==> src/rtl/lfsr_pkg.sv <==
// Shared types and tap table for the multi-channel XNOR LFSR generator.
package lfsr_pkg;

  typedef enum logic [1:0] {
    StIdle,
    StLoad,
    StRun
  } fsm_state_e;

  // Tap mask for an n-bit XNOR Fibonacci LFSR; bit k set means tap k+1 of the table.
  function automatic logic [31:0] lfsr_taps(input int unsigned n);
    logic [31:0] mask;
    case (n)
      3:       mask = 32'h0000_0006;
      4:       mask = 32'h0000_000C;
      5:       mask = 32'h0000_0014;
      6:       mask = 32'h0000_0030;
      7:       mask = 32'h0000_0060;
      8:       mask = 32'h0000_00B8;
      9:       mask = 32'h0000_0110;
      10:      mask = 32'h0000_0240;
      11:      mask = 32'h0000_0500;
      12:      mask = 32'h0000_0829;
      13:      mask = 32'h0000_100D;
      14:      mask = 32'h0000_2015;
      15:      mask = 32'h0000_6000;
      16:      mask = 32'h0000_D008;
      17:      mask = 32'h0001_2000;
      18:      mask = 32'h0002_0400;
      19:      mask = 32'h0004_0023;
      20:      mask = 32'h0009_0000;
      21:      mask = 32'h0014_0000;
      22:      mask = 32'h0030_0000;
      23:      mask = 32'h0042_0000;
      24:      mask = 32'h00E1_0000;
      25:      mask = 32'h0120_0000;
      26:      mask = 32'h0200_0023;
      27:      mask = 32'h0400_0013;
      28:      mask = 32'h0900_0000;
      29:      mask = 32'h1400_0000;
      30:      mask = 32'h2000_0029;
      31:      mask = 32'h4800_0000;
      32:      mask = 32'h8020_0003;
      default: mask = 32'h0000_0000;
    endcase
    return mask;
  endfunction

endpackage

==> src/rtl/lfsr_core.sv <==
// One LFSR channel: state, XNOR feedback, period counter, lock-up fix and threshold event.
module lfsr_core
  import lfsr_pkg::*;
#(
  parameter int unsigned NUM_BITS = 16
) (
  input  logic                clk_i,
  input  logic                rst_i,
  input  logic                clear_i,
  input  logic                run_i,
  input  logic                step_i,
  input  logic                load_i,
  input  logic [NUM_BITS-1:0] seed_i,
  input  logic [NUM_BITS-1:0] threshold_i,
  output logic [NUM_BITS-1:0] data_o,
  output logic                event_o,
  output logic                done_o,
  output logic                lockup_o
);

  localparam logic [NUM_BITS-1:0] TapMask = NUM_BITS'(lfsr_taps(NUM_BITS));
  localparam logic [NUM_BITS-1:0] CntMax  = {{(NUM_BITS-1){1'b1}}, 1'b0};
  localparam logic [NUM_BITS-1:0] CntOne  = {{(NUM_BITS-1){1'b0}}, 1'b1};

  logic [NUM_BITS-1:0] state_q, state_d;
  logic [NUM_BITS-1:0] cnt_q, cnt_d;
  logic                event_q, event_d;
  logic                done_q, done_d;
  logic                lockup_q, lockup_d;
  logic                feedback;
  logic                state_wr;

  assign feedback = ~^(state_q & TapMask);

  always_comb begin
    state_d  = state_q;
    cnt_d    = cnt_q;
    event_d  = event_q;
    done_d   = 1'b0;
    lockup_d = 1'b0;
    state_wr = 1'b1;
    if (clear_i) begin
      state_d = '0;
      cnt_d   = '0;
    end else if (load_i) begin
      state_d = seed_i;
      cnt_d   = '0;
    end else if (run_i && (state_q == '1)) begin
      // All-ones never leaves under XNOR feedback, so kick it back to zero.
      state_d  = '0;
      cnt_d    = '0;
      lockup_d = 1'b1;
    end else if (step_i) begin
      state_d = {state_q[NUM_BITS-2:0], feedback};
      if (cnt_q == CntMax) begin
        cnt_d  = '0;
        done_d = 1'b1;
      end else begin
        cnt_d = cnt_q + CntOne;
      end
    end else begin
      state_wr = 1'b0;
    end
    if (state_wr) begin
      event_d = (state_d < threshold_i);
    end
  end

  always_ff @(posedge clk_i or posedge rst_i) begin
    if (rst_i) begin
      state_q  <= '0;
      cnt_q    <= '0;
      event_q  <= 1'b0;
      done_q   <= 1'b0;
      lockup_q <= 1'b0;
    end else begin
      state_q  <= state_d;
      cnt_q    <= cnt_d;
      event_q  <= event_d;
      done_q   <= done_d;
      lockup_q <= lockup_d;
    end
  end

  assign data_o   = state_q;
  assign event_o  = event_q;
  assign done_o   = done_q;
  assign lockup_o = lockup_q;

endmodule

==> src/rtl/lfsr_multi_prng.sv <==
// Multi-channel XNOR LFSR generator: shared FSM, seed handshake and per-channel seed rotation.
module lfsr_multi_prng
  import lfsr_pkg::*;
#(
  parameter int unsigned NUM_BITS = 16,
  parameter int unsigned NUM_CH   = 4
) (
  input  logic                       i_Clk,
  input  logic                       i_Rst,
  input  logic                       i_Enable,
  input  logic                       i_Clear,
  input  logic                       i_Seed_Valid,
  output logic                       o_Seed_Ready,
  input  logic [NUM_BITS-1:0]        i_Seed_Data,
  input  logic [NUM_BITS-1:0]        i_Threshold,
  output logic [NUM_CH*NUM_BITS-1:0] o_LFSR_Data,
  output logic [NUM_CH-1:0]          o_Event,
  output logic [NUM_CH-1:0]          o_Period_Done,
  output logic [NUM_CH-1:0]          o_Lockup,
  output logic                       o_Busy
);

  fsm_state_e state_q, state_d;
  logic       seed_hs;
  logic       core_run;
  logic       core_step;

  assign o_Seed_Ready = (state_q != StLoad);
  assign o_Busy       = (state_q == StRun);
  assign seed_hs      = i_Seed_Valid & o_Seed_Ready;
  assign core_run     = o_Busy & ~i_Clear & ~seed_hs;
  assign core_step    = core_run & i_Enable;

  always_comb begin
    state_d = state_q;
    if (i_Clear) begin
      state_d = StIdle;
    end else if (seed_hs) begin
      state_d = StLoad;
    end else begin
      unique case (state_q)
        StIdle:  if (i_Enable) state_d = StRun;
        StLoad:  state_d = StRun;
        StRun:   state_d = StRun;
        default: state_d = StIdle;
      endcase
    end
  end

  always_ff @(posedge i_Clk or posedge i_Rst) begin
    if (i_Rst) begin
      state_q <= StIdle;
    end else begin
      state_q <= state_d;
    end
  end

  for (genvar c = 0; c < NUM_CH; c++) begin : g_ch
    localparam int unsigned Rot = c % NUM_BITS;
    logic [NUM_BITS-1:0] seed_rot;

    // Rotate left; with Rot == 0 the right shift yields zero and the seed passes through.
    assign seed_rot = (i_Seed_Data << Rot) | (i_Seed_Data >> (NUM_BITS - Rot));

    lfsr_core #(
      .NUM_BITS (NUM_BITS)
    ) u_core (
      .clk_i       (i_Clk),
      .rst_i       (i_Rst),
      .clear_i     (i_Clear),
      .run_i       (core_run),
      .step_i      (core_step),
      .load_i      (seed_hs),
      .seed_i      (seed_rot),
      .threshold_i (i_Threshold),
      .data_o      (o_LFSR_Data[c*NUM_BITS +: NUM_BITS]),
      .event_o     (o_Event[c]),
      .done_o      (o_Period_Done[c]),
      .lockup_o    (o_Lockup[c])
    );
  end

endmodule

==> config.mk <==
export PLATFORM = sky130hd
export DESIGN_NAME = lfsr_multi_prng
export DESIGN_NICKNAME = d
export VERILOG_FILES = /design/src/rtl/lfsr_pkg.sv /design/src/rtl/lfsr_core.sv /design/src/rtl/lfsr_multi_prng.sv
export SDC_FILE = /design/constraint.sdc
export NUM_CORES = 1
export LEC_CHECK = 0
export CAP_MARGIN = 30
export CORE_MARGIN = 5
export CORE_UTILIZATION = 40
export CTS_BUF_LIST = sky130_fd_sc_hd__clkbuf_4
export DETAILED_ROUTE_END_ITERATION = 8
export DONT_BUFFER_PORTS = 1
export GPL_TIMING_DRIVEN = 0
export HOLD_SLACK_MARGIN = 0.1
export SLEW_MARGIN = 0
export SYNTH_ARGS = -nofsm -noshare
export SYNTH_HDL_FRONTEND = slang
export SYNTH_SLANG_ARGS = --single-unit
==> constraint.sdc <==
create_clock -name i_Clk -period 9.2 [get_ports i_Clk]
set_input_delay 0.92 -clock i_Clk [delete_from_list [all_inputs] [get_ports i_Clk]]
set_output_delay 0.92 -clock i_Clk [all_outputs]
set_load 0.01 [all_outputs]
Yosys cells after proc, flatten, opt, wreduce, memory -nomap -nowiden
Cells that the tools add are included.
{"block": "op_classes", "n_bitwise": 9, "add_sub_neg": 4, "order_cmp": 4, "n_eq_ne": 12, "mux": 85, "reduce_logical": 14}
{"op": "16-bit 2-to-1 mux", "count": 36}
{"op": "16-bit equality test (second input constant)", "count": 8}
{"op": "16-bit by 1-bit adder with 16-bit output (second input constant)", "count": 4}
{"op": "16-bit less-than comparator", "count": 4}
{"op": "16-bit XNOR reduction", "count": 4}
{"op": "1-bit 2-to-1 mux", "count": 45}
{"op": "16-bit by 1-bit bitwise OR with 16-bit output", "count": 1}
{"op": "16-bit by 2-bit bitwise OR with 16-bit output", "count": 1}
{"op": "16-bit by 3-bit bitwise OR with 16-bit output", "count": 1}
{"op": "4-bit nonzero test", "count": 4}
{"op": "2-bit 2-to-1 mux", "count": 3}
{"op": "1-bit AND", "count": 4}
{"op": "1-bit logical AND", "count": 4}
{"op": "4-bit != test (second input constant)", "count": 1}
{"op": "2-bit one-hot mux with 2 select lines", "count": 1}
{"op": "2-bit by 1-bit equality test with 1-bit output (second input constant)", "count": 1}
{"op": "2-bit equality test (second input constant)", "count": 1}
{"op": "2-bit zero test", "count": 1}
{"op": "2-bit by 1-bit != test with 1-bit output (second input constant)", "count": 1}
{"op": "1-bit NOT", "count": 2}
{"op": "2-bit OR reduction", "count": 1}
{"block": "totals", "input_bits": 37, "register_bits": 142, "elab_cells": 149}

Logic depth before layout (Yosys ltp)
Gate-level depths: netlist of the first run.
{"block": "depth", "ltp_word": 10, "depth_mapped": 17, "mapped_depth_nobuf": 14}

By module
Synthesis of the first run repeated with hierarchy kept, for this count alone.
{"block": "hier_totals", "cells_unflattened": 964, "hier_area_um2": 9168.8}
{"module": "lfsr_core (g_ch[0].u_core ...)", "area_per_inst_um2": 2227.1, "cells_each": 237, "seq_area_each_um2": 875.8, "n_inst": 3}
{"module": "lfsr_core (g_ch[3].u_core)", "area_per_inst_um2": 2371.0, "cells_each": 241, "seq_area_each_um2": 875.8, "n_inst": 1}
{"module": "lfsr_multi_prng", "area_per_inst_um2": 116.4, "cells_each": 12, "seq_area_each_um2": 50.0, "n_inst": 1}

Least setup slack after synthesis of the first run
No wires, ideal clock.
{"block": "synth_path", "path_kind": "input port to flip-flop", "from": "input port i_Clear", "to": "register g_ch[1].u_core.event_q", "slack_ns": 5.386, "setup_time_ns": 0.065, "cell_stages": 16, "arrival_ns": 3.748, "path_cell_list": "nor4b_4 -> nand4_1 -> or4_1 -> buf_4 -> inv_2 -> buf_4 -> buf_2 -> a21oi_1 -> nor2_1 -> nor2_1 -> ha_1 -> a211o_1 -> a211oi_1 -> o21ai_0 -> o21ai_0 -> a22o_1"}
{"block": "synth_via", "elab_chain_len": 9}
{"item": "start, declared", "line_no": "lfsr_multi_prng.sv:11", "source": "input logic i_Clear,"}
{"item": "1-bit NOT", "line_no": "lfsr_multi_prng.sv:31", "source": "assign core_run = o_Busy & ~i_Clear & ~seed_hs;"}
{"item": "1-bit AND (2 in a row)", "line_no": "lfsr_multi_prng.sv:31"}
{"item": "1-bit AND", "line_no": "lfsr_multi_prng.sv:32", "source": "assign core_step = core_run & i_Enable;"}
{"item": "16-bit 2-to-1 mux", "line_no": "lfsr_core.sv:53", "source": "end else if (step_i) begin"}
{"item": "16-bit 2-to-1 mux", "line_no": "lfsr_core.sv:48", "source": "end else if (run_i && (state_q == '1)) begin"}
{"item": "16-bit 2-to-1 mux", "line_no": "lfsr_core.sv:45", "source": "end else if (load_i) begin"}
{"item": "16-bit 2-to-1 mux (*)", "line_no": "lfsr_core.sv:42", "source": "if (clear_i) begin"}
{"item": "via g_ch[1].u_core.state_d[3]", "line_no": "lfsr_core.sv:25", "source": "logic [NUM_BITS-1:0] state_q, state_d;"}
{"item": "16-bit less-than comparator (*)", "line_no": "lfsr_core.sv:65", "source": "event_d = (state_d < threshold_i);"}
{"item": "end signal, assigned", "line_no": "lfsr_core.sv:79", "source": "event_q <= event_d;"}
{"item": "end, declared", "line_no": "lfsr_core.sv:27", "source": "logic event_q, event_d;"}
Mark *: on every way through the listed nets, which the timed path passes. The rest lies on a longest branch.
A chain may end at the register's enable or synchronous reset.

Worst setup path after layout of the first run
{"block": "layout_path", "from": "register state_q[0]", "to": "register g_ch[2].u_core.event_q"}
{"block": "layout_via", "elab_chain_len": 10}
{"item": "start, declared", "line_no": "lfsr_multi_prng.sv:23", "source": "fsm_state_e state_q, state_d;"}
{"item": "start signal, assigned", "line_no": "lfsr_multi_prng.sv:52", "source": "state_q <= StIdle;"}
{"item": "start signal, assigned", "line_no": "lfsr_multi_prng.sv:54", "source": "state_q <= state_d;"}
{"item": "2-bit by 1-bit != test with 1-bit output", "line_no": "lfsr_multi_prng.sv:28", "source": "assign o_Seed_Ready = (state_q != StLoad);"}
{"item": "1-bit AND", "line_no": "lfsr_multi_prng.sv:30", "source": "assign seed_hs = i_Seed_Valid & o_Seed_Ready;"}
{"item": "1-bit NOT", "line_no": "lfsr_multi_prng.sv:31"}
{"item": "1-bit AND", "line_no": "lfsr_multi_prng.sv:31"}
{"item": "1-bit AND", "line_no": "lfsr_multi_prng.sv:32"}
{"item": "16-bit 2-to-1 mux", "line_no": "lfsr_core.sv:53"}
{"item": "16-bit 2-to-1 mux", "line_no": "lfsr_core.sv:48"}
{"item": "16-bit 2-to-1 mux (*)", "line_no": "lfsr_core.sv:45"}
{"item": "16-bit 2-to-1 mux (*)", "line_no": "lfsr_core.sv:42"}
{"item": "via g_ch[2].u_core.state_d[6]", "line_no": "lfsr_core.sv:25"}
{"item": "16-bit less-than comparator (*)", "line_no": "lfsr_core.sv:65"}
{"item": "end signal, assigned", "line_no": "lfsr_core.sv:79"}
{"item": "end, declared", "line_no": "lfsr_core.sv:27"}
Marked as above.

==> impl_table.tex, run 1 <==
\begin{tabular}{lr}
\hline
Metric & Value \\
\hline
\multicolumn{2}{l}{\textbf{Logic synthesis}} \\
\quad Leading post-synthesis cells by cell area & sky130\_fd\_sc\_hd\_\_dfrtp\_1, sky130\_fd\_sc\_hd\_\_ha\_1, sky130\_fd\_sc\_hd\_\_nor2\_1 \\
\quad Number of flip-flops and latches in the synthesized netlist & 142 \\
\quad Synth area leader & sky130\_fd\_sc\_hd\_\_dfrtp\_1 \\
\quad Most common cell in the netlist & sky130\_fd\_sc\_hd\_\_nor2\_1 \\
\quad Number of enable flip-flop cells after synthesis & 0 \\
\quad Average cell area after synthesis & 8.26 µm² \\
\quad Top flip-flop cell by instance count after synthesis & sky130\_fd\_sc\_hd\_\_dfrtp\_1 \\
\quad Fraction of registers with async set/reset & 100\% \\
\quad Cells after Synth & 1074 \\
\quad Most frequent cells after synthesis & sky130\_fd\_sc\_hd\_\_nor2\_1, sky130\_fd\_sc\_hd\_\_nand2\_1, sky130\_fd\_sc\_hd\_\_dfrtp\_1 \\
\quad Sequential share of the synthesized area & 40.1\% \\
\quad Cell variety after synth & 54 \\
\quad Post-Synthesis Cell Area & 8870 µm² \\
\quad Synthesized Nets & 1183 \\
\quad Number of synthesis warnings & 0 \\
\quad Top-area cell type share of the netlist area & 40.1\% \\
\multicolumn{2}{l}{\textbf{STA}} \\
\quad Final clock period utilization by the worst path & 51.2\% \\
\quad Minimum clock period & 4.71 ns \\
\quad Slack of the critical path & 4.49 ns \\
\quad Total negative slack & 0 ns \\
\quad Number of pins with negative max-slew slack in the final report & 0 \\
\quad Slew at the pin closest to its max-slew limit & 1.12 ns \\
\quad Setup repair after global routing missed its margin & false \\
\quad Headroom to the max-slew limit & 25.4\% \\
\quad Setup skew after layout & 0.0298 ns \\
\quad Total of endpoints with negative setup slack in the final report & 0 \\
\quad Final-report hold violation count & 0 \\
\quad Top achievable clock speed & 212 MHz \\
\multicolumn{2}{l}{\textbf{Global routing}} \\
\quad All-layer global routing usage & 23.8\% \\
\quad Vias in the first global route & 7850 \\
\quad Pin count of the biggest net entering global routing & 78 \\
\quad Gr ovfl total & 0 \\
\quad Antenna violations before repair & 2 \\
\quad First-pass GRT wire length & 47600 µm \\
\multicolumn{2}{l}{\textbf{Setup path}} \\
\quad Endpoint of the most critical register-to-register path & g\_ch[2].u\_core.event\_o\$\_DFFE\_PP0P\_ \\
\quad Worst setup SP type & register \\
\quad Delay contributed by the slowest stage of the critical path & 0.71 ns \\
\quad Number of cells on the worst reg-to-reg path & 14 \\
\quad Most numerous cell on the critical path & sky130\_fd\_sc\_hd\_\_nor2\_1 \\
\quad Worst reg2reg startpoint & state\_q[0]\$\_DFFE\_PP0P\_ \\
\quad Flop-to-flop setup slack & 4.49 ns \\
\quad Origin of the worst setup path & state\_q[0]\$\_DFFE\_PP0P\_ \\
\quad Standard cell with the maximum stage delay on the critical path & sky130\_fd\_sc\_hd\_\_nor4b\_4 \\
\quad Data arrival time at the worst-slack endpoint & 5.16 ns \\
\quad Crit path capture type & register \\
\quad WP data required & 9.65 ns \\
\quad Largest driver fanout on the critical path & 10 \\
\quad Classification of the worst setup path & register to register \\
\quad Cells along the critical path & nor4b\_4 -> nand4\_1 -> or4\_1 -> inv\_1 -> buf\_1 -> a21oi\_1 -> nor2\_1 -> nor2\_1 -> ha\_1 -> nand2\_1 -> o21ai\_0 -> nor2\_1 -> nor4\_1 -> a21oi\_1 \\
\multicolumn{2}{l}{\textbf{Clock tree}} \\
\quad Root cell of the clock tree & sky130\_fd\_sc\_hd\_\_clkbuf\_4 \\
\quad H-tree levels & 4 \\
\quad Clock sinks & 142 \\
\quad Post-CTS clock slew at the launch and capture registers of the worst setup and hold paths & 0.13 ns \\
\quad TritonCTS buffer count & 17 \\
\quad CTS hold repair buffers & 0 \\
\quad Clock tree from TritonCTS & built \\
\quad Post CTS Setup Buffer Count & 0 \\
\quad Resize count post-CTS & 0 \\
\quad CTS Buffer Depth & 2 \\
\quad Clock insertion delay at the later pin of the skew report & 0.57 ns \\
\multicolumn{2}{l}{\textbf{Final layout}} \\
\quad Fillcell total & 2183 \\
\quad Area delta synth->final & 7.87\% \\
\quad Total Nets Final & 1204 \\
\quad Total area of multi-input combinational cells & 4900 µm² \\
\quad Fraction of layout instances using a drive strength above 1 & 6.23\% \\
\quad Utilization after layout & 43.8\% \\
\quad Post-route cell area & 9570 µm² \\
\quad Area taken by flip-flops and latches & 3550 µm² \\
\quad Non-filler cells, final & 1389 \\
\multicolumn{2}{l}{\textbf{Flow run}} \\
\quad Number of maximum-capacitance constraint violations & 0 \\
\multicolumn{2}{l}{\textbf{Route}} \\
\quad Post-route antenna net violation count & 0 \\
\quad Number of vias in the routed layout & 8218 \\
\quad Overall routed net length & 30800 µm \\
\quad First-iteration detailed-routing DRC count & 782 \\
\quad DR WL/cell & 22.2 µm \\
\quad Vias per cell & 5.92 \\
\quad Detailed Routing Iterations Pass 1 & 6 \\
\quad Number of remaining DRC errors & 0 \\
\multicolumn{2}{l}{\textbf{Floorplan}} \\
\quad Width of the die & 159 µm \\
\quad I/O Pins & 115 \\
\quad Initial Utilization & 40.6\% \\
\quad Total number of placement rows & 54 \\
\quad Die H & 159 µm \\
\quad Core Box Area & 21800 µm² \\
\quad Full die area & 25300 µm² \\
\multicolumn{2}{l}{\textbf{Placement}} \\
\quad Standard cell area after detailed placement & 9260 µm² \\
\quad Pre-CTS WS & 4.16 ns \\
\quad Cell Count Post-Placement & 1356 \\
\quad DP HPWL & 23400 µm \\
\quad Final weighted congestion in routability-driven placement & 0.983 \\
\quad Port Buf Inserts & 0 \\
\multicolumn{2}{l}{\textbf{Status}} \\
\quad Result of the run & completed \\
\multicolumn{2}{l}{\textbf{Pwr}} \\
\quad Leakage power figure & 4.15 nW \\
\quad Worst-case vdd ir drop & 0.0700 mV \\
\quad Power density normalized to cell area & 144 nW/µm² \\
\multicolumn{2}{l}{\textbf{Hold path}} \\
\quad Class of the worst hold path & primary input to async pin \\
\hline
\end{tabular}
how the worst max path moves through the flow:
stage,endpoint,slack (ns),depth (start not counted)
after floorplan,g_ch[0].u_core.cnt_q[0]$_DFFE_PP0P_,4.47,1
after global placement,g_ch[2].u_core.data_o[4]$_DFF_PP0_,2.63,1
after detailed placement,g_ch[2].u_core.event_o$_DFFE_PP0P_,4.16,15
after CTS,g_ch[2].u_core.event_o$_DFFE_PP0P_,4.63,15
after global routing,g_ch[2].u_core.event_o$_DFFE_PP0P_,4.28,15
final,g_ch[2].u_core.event_o$_DFFE_PP0P_,4.49,14
placed cells by master, fill, tap and decap left out, types with 11 or more instances in the layout:
| cell type | synthesis | final |
|---|---|---|
| sky130_fd_sc_hd__nor2_1 | 176 | 176 |
| sky130_fd_sc_hd__nand2_1 | 168 | 168 |
| sky130_fd_sc_hd__dfrtp_1 | 142 | 142 |
| sky130_fd_sc_hd__a21oi_1 | 109 | 109 |
| sky130_fd_sc_hd__ha_1 | 72 | 72 |
| sky130_fd_sc_hd__o21ai_0 | 55 | 55 |
| sky130_fd_sc_hd__nand4_1 | 49 | 49 |
| sky130_fd_sc_hd__inv_1 | 37 | 36 |
| sky130_fd_sc_hd__nand3_1 | 29 | 29 |
| sky130_fd_sc_hd__xnor2_1 | 28 | 28 |
| sky130_fd_sc_hd__clkbuf_1 | 27 | 27 |
| sky130_fd_sc_hd__clkbuf_4 | 0 | 19 |
| sky130_fd_sc_hd__xor2_1 | 17 | 17 |
| sky130_fd_sc_hd__a211oi_1 | 15 | 15 |
| sky130_fd_sc_hd__nor3_1 | 15 | 15 |
| sky130_fd_sc_hd__buf_4 | 14 | 14 |
| sky130_fd_sc_hd__buf_2 | 10 | 11 |
stage by stage:
stage,hold WS [ns],total power [mW]
after floorplan,0.442,0.852
after global placement,0.464,0.930
after detailed placement,0.477,0.935
after CTS,0.295,1.38
after global routing,0.297,1.44
final,0.283,1.38
state kept, by name (all words and copies together), names as in the netlist:
name and cells:
g_ch.u_core.cnt_q 64, g_ch.u_core.data_o 64, g_ch.u_core.done_o 4, g_ch.u_core.event_o 4, g_ch.u_core.lockup_o 4, state_q 2
worst max-delay path, delay by kind of cell, from the launching register on:
kind	cells	cell delay, ns
flip-flops	1	0.47
buffers and inverters	2	0.82
adder cells (fa/ha/maj)	1	0.34
AO/OA/AOI/OAI	3	0.61
AND/OR/NAND/NOR	8	2.36
power by group:
| part | switching (mW) | total, mW | internal (mW) |
|---|---|---|---|
| registers | 0.0563 | 0.706 | 0.649 |
| logic | 0.145 | 0.221 | 0.0758 |
| clock network | 0.258 | 0.453 | 0.195 |
| total | 0.460 | 1.38 | 0.920 |
kinds of logic after synthesis:
kind of cell / Yosys count / share of synthesized area (%)
compound gates: 235 / 15.9
xor+xnor: 45 / 4.44
fa+ha+maj: 72 / 10.2
buf+inv: 93 / 4.67
flops: 142 / 40.1
mux: 5 / 0.592
simple gates: 482 / 24.2
final cells by class:
cell class,count,share of cell area (%)
plain buffers,54,2.80
repair buffers,2,0.340
well taps,280,3.66
flip-flops and latches,142,37.1
inverters,39,1.58
multi-input cells,839,51.2
clock buffers,19,1.49
diodes,1,0.0262
clock inverters,13,1.73
per-layer routing:
metal | global-route usage (%) | vias up | part of all wire [%]
li1 | - | 3802 | -
met3 | 7.70 | 81 | 11
met2 | 36.1 | 404 | 44
met1 | 31.8 | 3929 | 41
met5 | 0 | - | 0.042
met4 | 9.27 | 2 | 3.7
(Power assumes the default switching activity.)
==> inputs of run 2 (changes only) <==
clock period = 4.8 ns   (was 9.2 ns; I/O delays follow)
==> impl_table.tex, run 2 (synthesis gave the netlist of run 1 again) <==
\begin{tabular}{lr}
\hline
Metric & Value \\
\hline
\multicolumn{2}{l}{\textbf{Clock tree}} \\
\quad Clock tree from TritonCTS & built \\
\quad H-tree levels & 4 \\
\quad Clock insertion delay at the later pin of the skew report & 0.58 ns \\
\quad Post CTS Setup Buffer Count & 0 \\
\quad TritonCTS buffer count & 17 \\
\quad Clock sinks & 142 \\
\quad CTS Buffer Depth & 2 \\
\quad Root cell of the clock tree & sky130\_fd\_sc\_hd\_\_clkbuf\_4 \\
\quad Post-CTS clock slew at the launch and capture registers of the worst setup and hold paths & 0.12 ns \\
\multicolumn{2}{l}{\textbf{STA}} \\
\quad Total of endpoints with negative setup slack in the final report & 0 \\
\quad Setup skew after layout & 0.0310 ns \\
\quad Headroom to the max-slew limit & 23.7\% \\
\quad Final clock period utilization by the worst path & 94.2\% \\
\quad Number of pins with negative max-slew slack in the final report & 0 \\
\quad Setup repair after global routing missed its margin & false \\
\quad Slew at the pin closest to its max-slew limit & 1.14 ns \\
\quad Final-report hold violation count & 0 \\
\quad Minimum clock period & 4.52 ns \\
\quad Top achievable clock speed & 221 MHz \\
\multicolumn{2}{l}{\textbf{Setup path}} \\
\quad Crit path capture type & register \\
\quad Largest driver fanout on the critical path & 10 \\
\quad Delay contributed by the slowest stage of the critical path & 0.64 ns \\
\quad Data arrival time at the worst-slack endpoint & 5.04 ns \\
\quad Cells along the critical path & nor4b\_4 -> nand4\_1 -> or4\_1 -> buf\_4 -> inv\_2 -> buf\_4 -> buf\_2 -> a21oi\_1 -> nor2\_1 -> nor2\_1 -> ha\_1 -> a21oi\_1 -> o21ai\_0 -> a211oi\_1 -> o21ai\_0 -> o21ai\_0 -> a22o\_1 \\
\quad Most numerous cell on the critical path & sky130\_fd\_sc\_hd\_\_o21ai\_0 \\
\quad Standard cell with the maximum stage delay on the critical path & sky130\_fd\_sc\_hd\_\_nor4b\_4 \\
\quad Worst setup SP type & register \\
\quad Classification of the worst setup path & register to register \\
\quad WP data required & 5.32 ns \\
\multicolumn{2}{l}{\textbf{Placement}} \\
\quad Cell Count Post-Placement & 1356 \\
\quad Standard cell area after detailed placement & 9260 µm² \\
\quad DP HPWL & 23400 µm \\
\quad Final weighted congestion in routability-driven placement & 0.983 \\
\quad Port Buf Inserts & 0 \\
\multicolumn{2}{l}{\textbf{Floorplan}} \\
\quad Core Box Area & 21800 µm² \\
\quad Total number of placement rows & 54 \\
\quad Width of the die & 159 µm \\
\quad Initial Utilization & 40.6\% \\
\quad Die H & 159 µm \\
\quad I/O Pins & 115 \\
\quad Full die area & 25300 µm² \\
\multicolumn{2}{l}{\textbf{Final layout}} \\
\quad Most common cell after layout, fill and taps aside & sky130\_fd\_sc\_hd\_\_nor2\_1 \\
\quad Utilization after layout & 43.9\% \\
\quad Total Nets Final & 1206 \\
\quad Most frequent cells in the layout & sky130\_fd\_sc\_hd\_\_nor2\_1, sky130\_fd\_sc\_hd\_\_nand2\_1, sky130\_fd\_sc\_hd\_\_dfrtp\_1 \\
\quad Fillcell total & 2183 \\
\quad Post-route cell area & 9590 µm² \\
\quad Area delta synth->final & 8.11\% \\
\quad Fraction of layout instances using a drive strength above 1 & 6.31\% \\
\quad Non-filler cells, final & 1391 \\
\multicolumn{2}{l}{\textbf{Pwr}} \\
\quad Total design power & 2.64 mW \\
\quad Worst-case vdd ir drop & 0.136 mV \\
\quad Power density normalized to cell area & 276 nW/µm² \\
\quad Leakage power figure & 4.16 nW \\
\multicolumn{2}{l}{\textbf{Route}} \\
\quad Number of vias in the routed layout & 8212 \\
\quad Number of remaining DRC errors & 0 \\
\quad Overall routed net length & 30800 µm \\
\quad First-iteration detailed-routing DRC count & 742 \\
\quad Vias per cell & 5.90 \\
\quad DR WL/cell & 22.1 µm \\
\quad Post-route antenna net violation count & 0 \\
\quad Detailed Routing Iterations Pass 1 & 5 \\
\multicolumn{2}{l}{\textbf{Hold path}} \\
\quad Class of the worst hold path & primary input to register \\
\multicolumn{2}{l}{\textbf{Global routing}} \\
\quad Pin count of the biggest net entering global routing & 78 \\
\quad First-pass GRT wire length & 47600 µm \\
\quad All-layer global routing usage & 23.9\% \\
\quad Antenna violations before repair & 2 \\
\quad Gr ovfl total & 0 \\
\quad Vias in the first global route & 7863 \\
\multicolumn{2}{l}{\textbf{Status}} \\
\quad Result of the run & completed \\
\multicolumn{2}{l}{\textbf{Flow run}} \\
\quad Number of maximum-capacitance constraint violations & 0 \\
\hline
\end{tabular}
run 2: metrics by stage:
stage                     hold slack [ns]  setup slack, ns  TNS [ns]
after global routing                0.111           0.0273         0
after floorplan                     0.442            0.510         0
after detailed placement            0.477            0.198         0
after global placement              0.464            -1.33   -187.46
after CTS                           0.100            0.227         0
final                               0.123            0.277         0
run 2: worst paths after layout:
| path | from | end | cells past startpoint | slack, ns |
|---|---|---|---|---|
| setup / recovery | state_q[0]$_DFFE_PP0P_ | g_ch[1].u_core.event_o$_DFFE_PP0P_ | 17 | 0.28 |
| hold / removal | i_Enable | state_q[1]$_DFFE_PP0P_ | 2 | 0.12 |
| setup reg to reg | state_q[0]$_DFFE_PP0P_ | g_ch[1].u_core.event_o$_DFFE_PP0P_ | 17 | 0.28 |
| hold reg to reg | g_ch[2].u_core.cnt_q[12]$_DFFE_PP0P_ | g_ch[2].u_core.cnt_q[12]$_DFFE_PP0P_ | 1 | 0.49 |
| max in group asynchronous | i_Rst | g_ch[2].u_core.data_o[3]$_DFF_PP0_ | 3 | 3.51 |
| min in group asynchronous | i_Rst | g_ch[1].u_core.lockup_o$_DFF_PP0_ | 2 | 0.48 |
run 2: area by class of cell:
type / count / area, µm² / share of cell area [%]
diodes: 1 / 2.50 / 0.0261
plain buffers: 54 / 269 / 2.81
clock buffers: 19 / 143 / 1.49
clock inverters: 13 / 165 / 1.72
inverters: 39 / 151 / 1.58
multi-input cells: 839 / 4900 / 51.1
flip-flops and latches: 142 / 3550 / 37.1
well taps: 280 / 350 / 3.65
repair buffers: 4 / 52.6 / 0.548
run 2: worst max-delay path: cells and delay by family, from the launching register on:
family                   cells  cell delay [ns]
AO/OA/AOI/OAI                7             1.30
adder cells (fa/ha/maj)      1             0.22
buffers and inverters        4             0.87
flip-flops                   1             0.47
AND/OR/NAND/NOR              5             1.59
run 2: report_power, final:
part | internal (mW) | switching [mW] | leakage (nW)
Sequential | 1.24 | 0.108 | 1.91
Clock | 0.373 | 0.490 | 0.155
Combinational | 0.146 | 0.280 | 2.09
Total | 1.76 | 0.879 | 4.16
run 2: timing repair:
action	4_1_cts	5_1_grt
hold buffers	2	0
resized for setup	0	1
endpoints found under the setup margin	0	2
hold endpoints to repair	66	0
run 2: per-layer routing:
| metal | wire (µm) | GRT usage (%) | up-vias |
|---|---|---|---|
| met5 | 13 | 0 | - |
| met4 | 1020 | 9.34 | 2 |
| met3 | 3200 | 7.36 | 65 |
| met1 | 12800 | 32.1 | 3921 |
| met2 | 13700 | 36.1 | 426 |
| li1 | - | - | 3798 |
==> inputs of run 3 (changes only) <==
CORE_UTILIZATION = 30   (was 40)
TNS_END_PERCENT = 100   (was not set)
==> impl_table.tex, run 3 (synthesis gave the netlist of run 1 again) <==
\begin{tabular}{lr}
\hline
Metric & Value \\
\hline
\multicolumn{2}{l}{\textbf{Setup path}} \\
\quad Data arrival time at the worst-slack endpoint & 4.86 ns \\
\quad Largest driver fanout on the critical path & 10 \\
\quad Standard cell with the maximum stage delay on the critical path & sky130\_fd\_sc\_hd\_\_or4\_1 \\
\quad WP data required & 5.33 ns \\
\quad Delay contributed by the slowest stage of the critical path & 0.63 ns \\
\quad Cells along the critical path & nor4b\_4 -> buf\_4 -> nand4\_1 -> or4\_1 -> buf\_4 -> inv\_2 -> buf\_4 -> buf\_2 -> a21oi\_1 -> nor2\_1 -> nor2\_1 -> ha\_1 -> a21oi\_1 -> o21ai\_0 -> a211oi\_1 -> o21ai\_0 -> o21ai\_0 -> a22o\_1 \\
\quad Worst setup SP type & register \\
\quad Crit path capture type & register \\
\quad Classification of the worst setup path & register to register \\
\multicolumn{2}{l}{\textbf{Floorplan}} \\
\quad Core Box Area & 29400 µm² \\
\quad Total number of placement rows & 63 \\
\quad I/O Pins & 115 \\
\quad Initial Utilization & 30.2\% \\
\quad Full die area & 33100 µm² \\
\quad Width of the die & 182 µm \\
\quad Die H & 182 µm \\
\multicolumn{2}{l}{\textbf{STA}} \\
\quad Setup repair after global routing missed its margin & false \\
\quad Final clock period utilization by the worst path & 90.4\% \\
\quad Minimum clock period & 4.34 ns \\
\quad Worst hold margin & 0.222 ns \\
\quad Setup skew after layout & 0.0284 ns \\
\quad Final-report hold violation count & 0 \\
\quad Top achievable clock speed & 230 MHz \\
\quad Total of endpoints with negative setup slack in the final report & 0 \\
\quad Slew at the pin closest to its max-slew limit & 0.966 ns \\
\quad Headroom to the max-slew limit & 34.9\% \\
\quad Number of pins with negative max-slew slack in the final report & 0 \\
\multicolumn{2}{l}{\textbf{Pwr}} \\
\quad Worst-case vdd ir drop & 0.134 mV \\
\quad Power density normalized to cell area & 276 nW/µm² \\
\quad Total design power & 2.70 mW \\
\quad Leakage power figure & 4.19 nW \\
\multicolumn{2}{l}{\textbf{Clock tree}} \\
\quad TritonCTS buffer count & 17 \\
\quad Clock tree from TritonCTS & built \\
\quad Resize count post-CTS & 0 \\
\quad CTS Buffer Depth & 2 \\
\quad H-tree levels & 4 \\
\quad Root cell of the clock tree & sky130\_fd\_sc\_hd\_\_clkbuf\_4 \\
\quad Clock sinks & 142 \\
\quad Post-CTS clock slew at the launch and capture registers of the worst setup and hold paths & 0.13 ns \\
\quad Clock insertion delay at the later pin of the skew report & 0.59 ns \\
\multicolumn{2}{l}{\textbf{Final layout}} \\
\quad Most frequent cells in the layout & sky130\_fd\_sc\_hd\_\_nor2\_1, sky130\_fd\_sc\_hd\_\_nand2\_1, sky130\_fd\_sc\_hd\_\_dfrtp\_1 \\
\quad Area delta synth->final & 10.4\% \\
\quad Fraction of layout instances using a drive strength above 1 & 6.55\% \\
\quad Post-route cell area & 9790 µm² \\
\quad Total Nets Final & 1211 \\
\quad Most common cell after layout, fill and taps aside & sky130\_fd\_sc\_hd\_\_nor2\_1 \\
\quad Utilization after layout & 33.3\% \\
\multicolumn{2}{l}{\textbf{Hold path}} \\
\quad Class of the worst hold path & primary input to register \\
\multicolumn{2}{l}{\textbf{Placement}} \\
\quad Final weighted congestion in routability-driven placement & 0.937 \\
\quad Port Buf Inserts & 0 \\
\quad DP HPWL & 24900 µm \\
\quad Standard cell area after detailed placement & 9390 µm² \\
\multicolumn{2}{l}{\textbf{Global routing}} \\
\quad All-layer global routing usage & 19.3\% \\
\quad Vias in the first global route & 7917 \\
\quad Antenna violations before repair & 4 \\
\quad Pin count of the biggest net entering global routing & 75 \\
\quad First-pass GRT wire length & 49200 µm \\
\quad Gr ovfl total & 0 \\
\multicolumn{2}{l}{\textbf{Route}} \\
\quad Overall routed net length & 32600 µm \\
\quad Number of remaining DRC errors & 0 \\
\quad Number of vias in the routed layout & 8344 \\
\quad Post-route antenna net violation count & 0 \\
\quad First-iteration detailed-routing DRC count & 842 \\
\quad Vias per cell & 5.53 \\
\quad DR WL/cell & 21.6 µm \\
\quad Detailed Routing Iterations Pass 1 & 5 \\
\multicolumn{2}{l}{\textbf{Status}} \\
\quad Result of the run & completed \\
\multicolumn{2}{l}{\textbf{Flow run}} \\
\quad Number of maximum-capacitance constraint violations & 0 \\
\hline
\end{tabular}
run 3: what timing repair did:
item,in CTS,in global routing
endpoints found under the hold margin,70,0
hold buffers,3,0
endpoints found under the setup margin,0,2
buffers inserted,0,3
run 3: worst max-delay path, delay by kind of cell, from the launching register on:
family	cells	cell delay [ns]
compound gates	7	1.38
simple gates	5	1.16
buf+inv	5	1.01
flops	1	0.47
fa+ha+maj	1	0.23
run 3: worst paths after layout:
path | start | endpoint | slack, ns | depth (start not counted)
setup / recovery | state_q[0]$_DFFE_PP0P_ | g_ch[1].u_core.event_o$_DFFE_PP0P_ | 0.46 | 18
hold / removal | i_Clear | state_q[1]$_DFFE_PP0P_ | 0.22 | 3
setup reg to reg | state_q[0]$_DFFE_PP0P_ | g_ch[1].u_core.event_o$_DFFE_PP0P_ | 0.46 | 18
hold reg to reg | g_ch[2].u_core.cnt_q[12]$_DFFE_PP0P_ | g_ch[2].u_core.cnt_q[12]$_DFFE_PP0P_ | 0.49 | 1
max in group asynchronous | i_Rst | g_ch[2].u_core.data_o[4]$_DFF_PP0_ | 3.47 | 3
min in group asynchronous | i_Rst | g_ch[1].u_core.cnt_q[11]$_DFFE_PP0P_ | 0.50 | 2
run 3: where the power goes:
| part | total (mW) | leakage [nW] | internal (mW) | switching (mW) |
|---|---|---|---|---|
| Sequential | 1.36 | 1.91 | 1.24 | 0.117 |
| Clock | 0.910 | 0.169 | 0.434 | 0.476 |
| Combinational | 0.433 | 2.12 | 0.149 | 0.284 |
| Total | 2.70 | 4.19 | 1.83 | 0.878 |
run 3: layer usage:
metal | track usage (%) | vias to the layer above | wire (µm)
met4 | 6.69 | 4 | 986
met3 | 6.97 | 68 | 3470
met5 | 0 | - | 20
met2 | 30.3 | 398 | 14900
met1 | 24.5 | 4053 | 13300
li1 | - | 3821 | -
run 3: area by class of cell:
class | count | area [µm²]
Tap cell | 390 | 488
Sequential cell | 142 | 3550
Antenna cell | 3 | 7.51
Buffer | 54 | 268
Fill cell | 3091 | 19600
Inverter | 39 | 151
Multi-Input combinational cell | 839 | 4900
Clock buffer | 21 | 158
Clock inverter | 11 | 166
Timing Repair Buffer | 9 | 98.8
run 3: per-stage QoR:
step	instances	TNS, ns	setup slack [ns]
2_1_floorplan	1074	0	0.510
3_3_place_gp	1464	-192.27	-1.36
3_5_place_dp	1465	0	0.281
4_1_cts	1500	0	0.271
5_1_grt	1507	0	0.222
6_report	1508	0	0.462
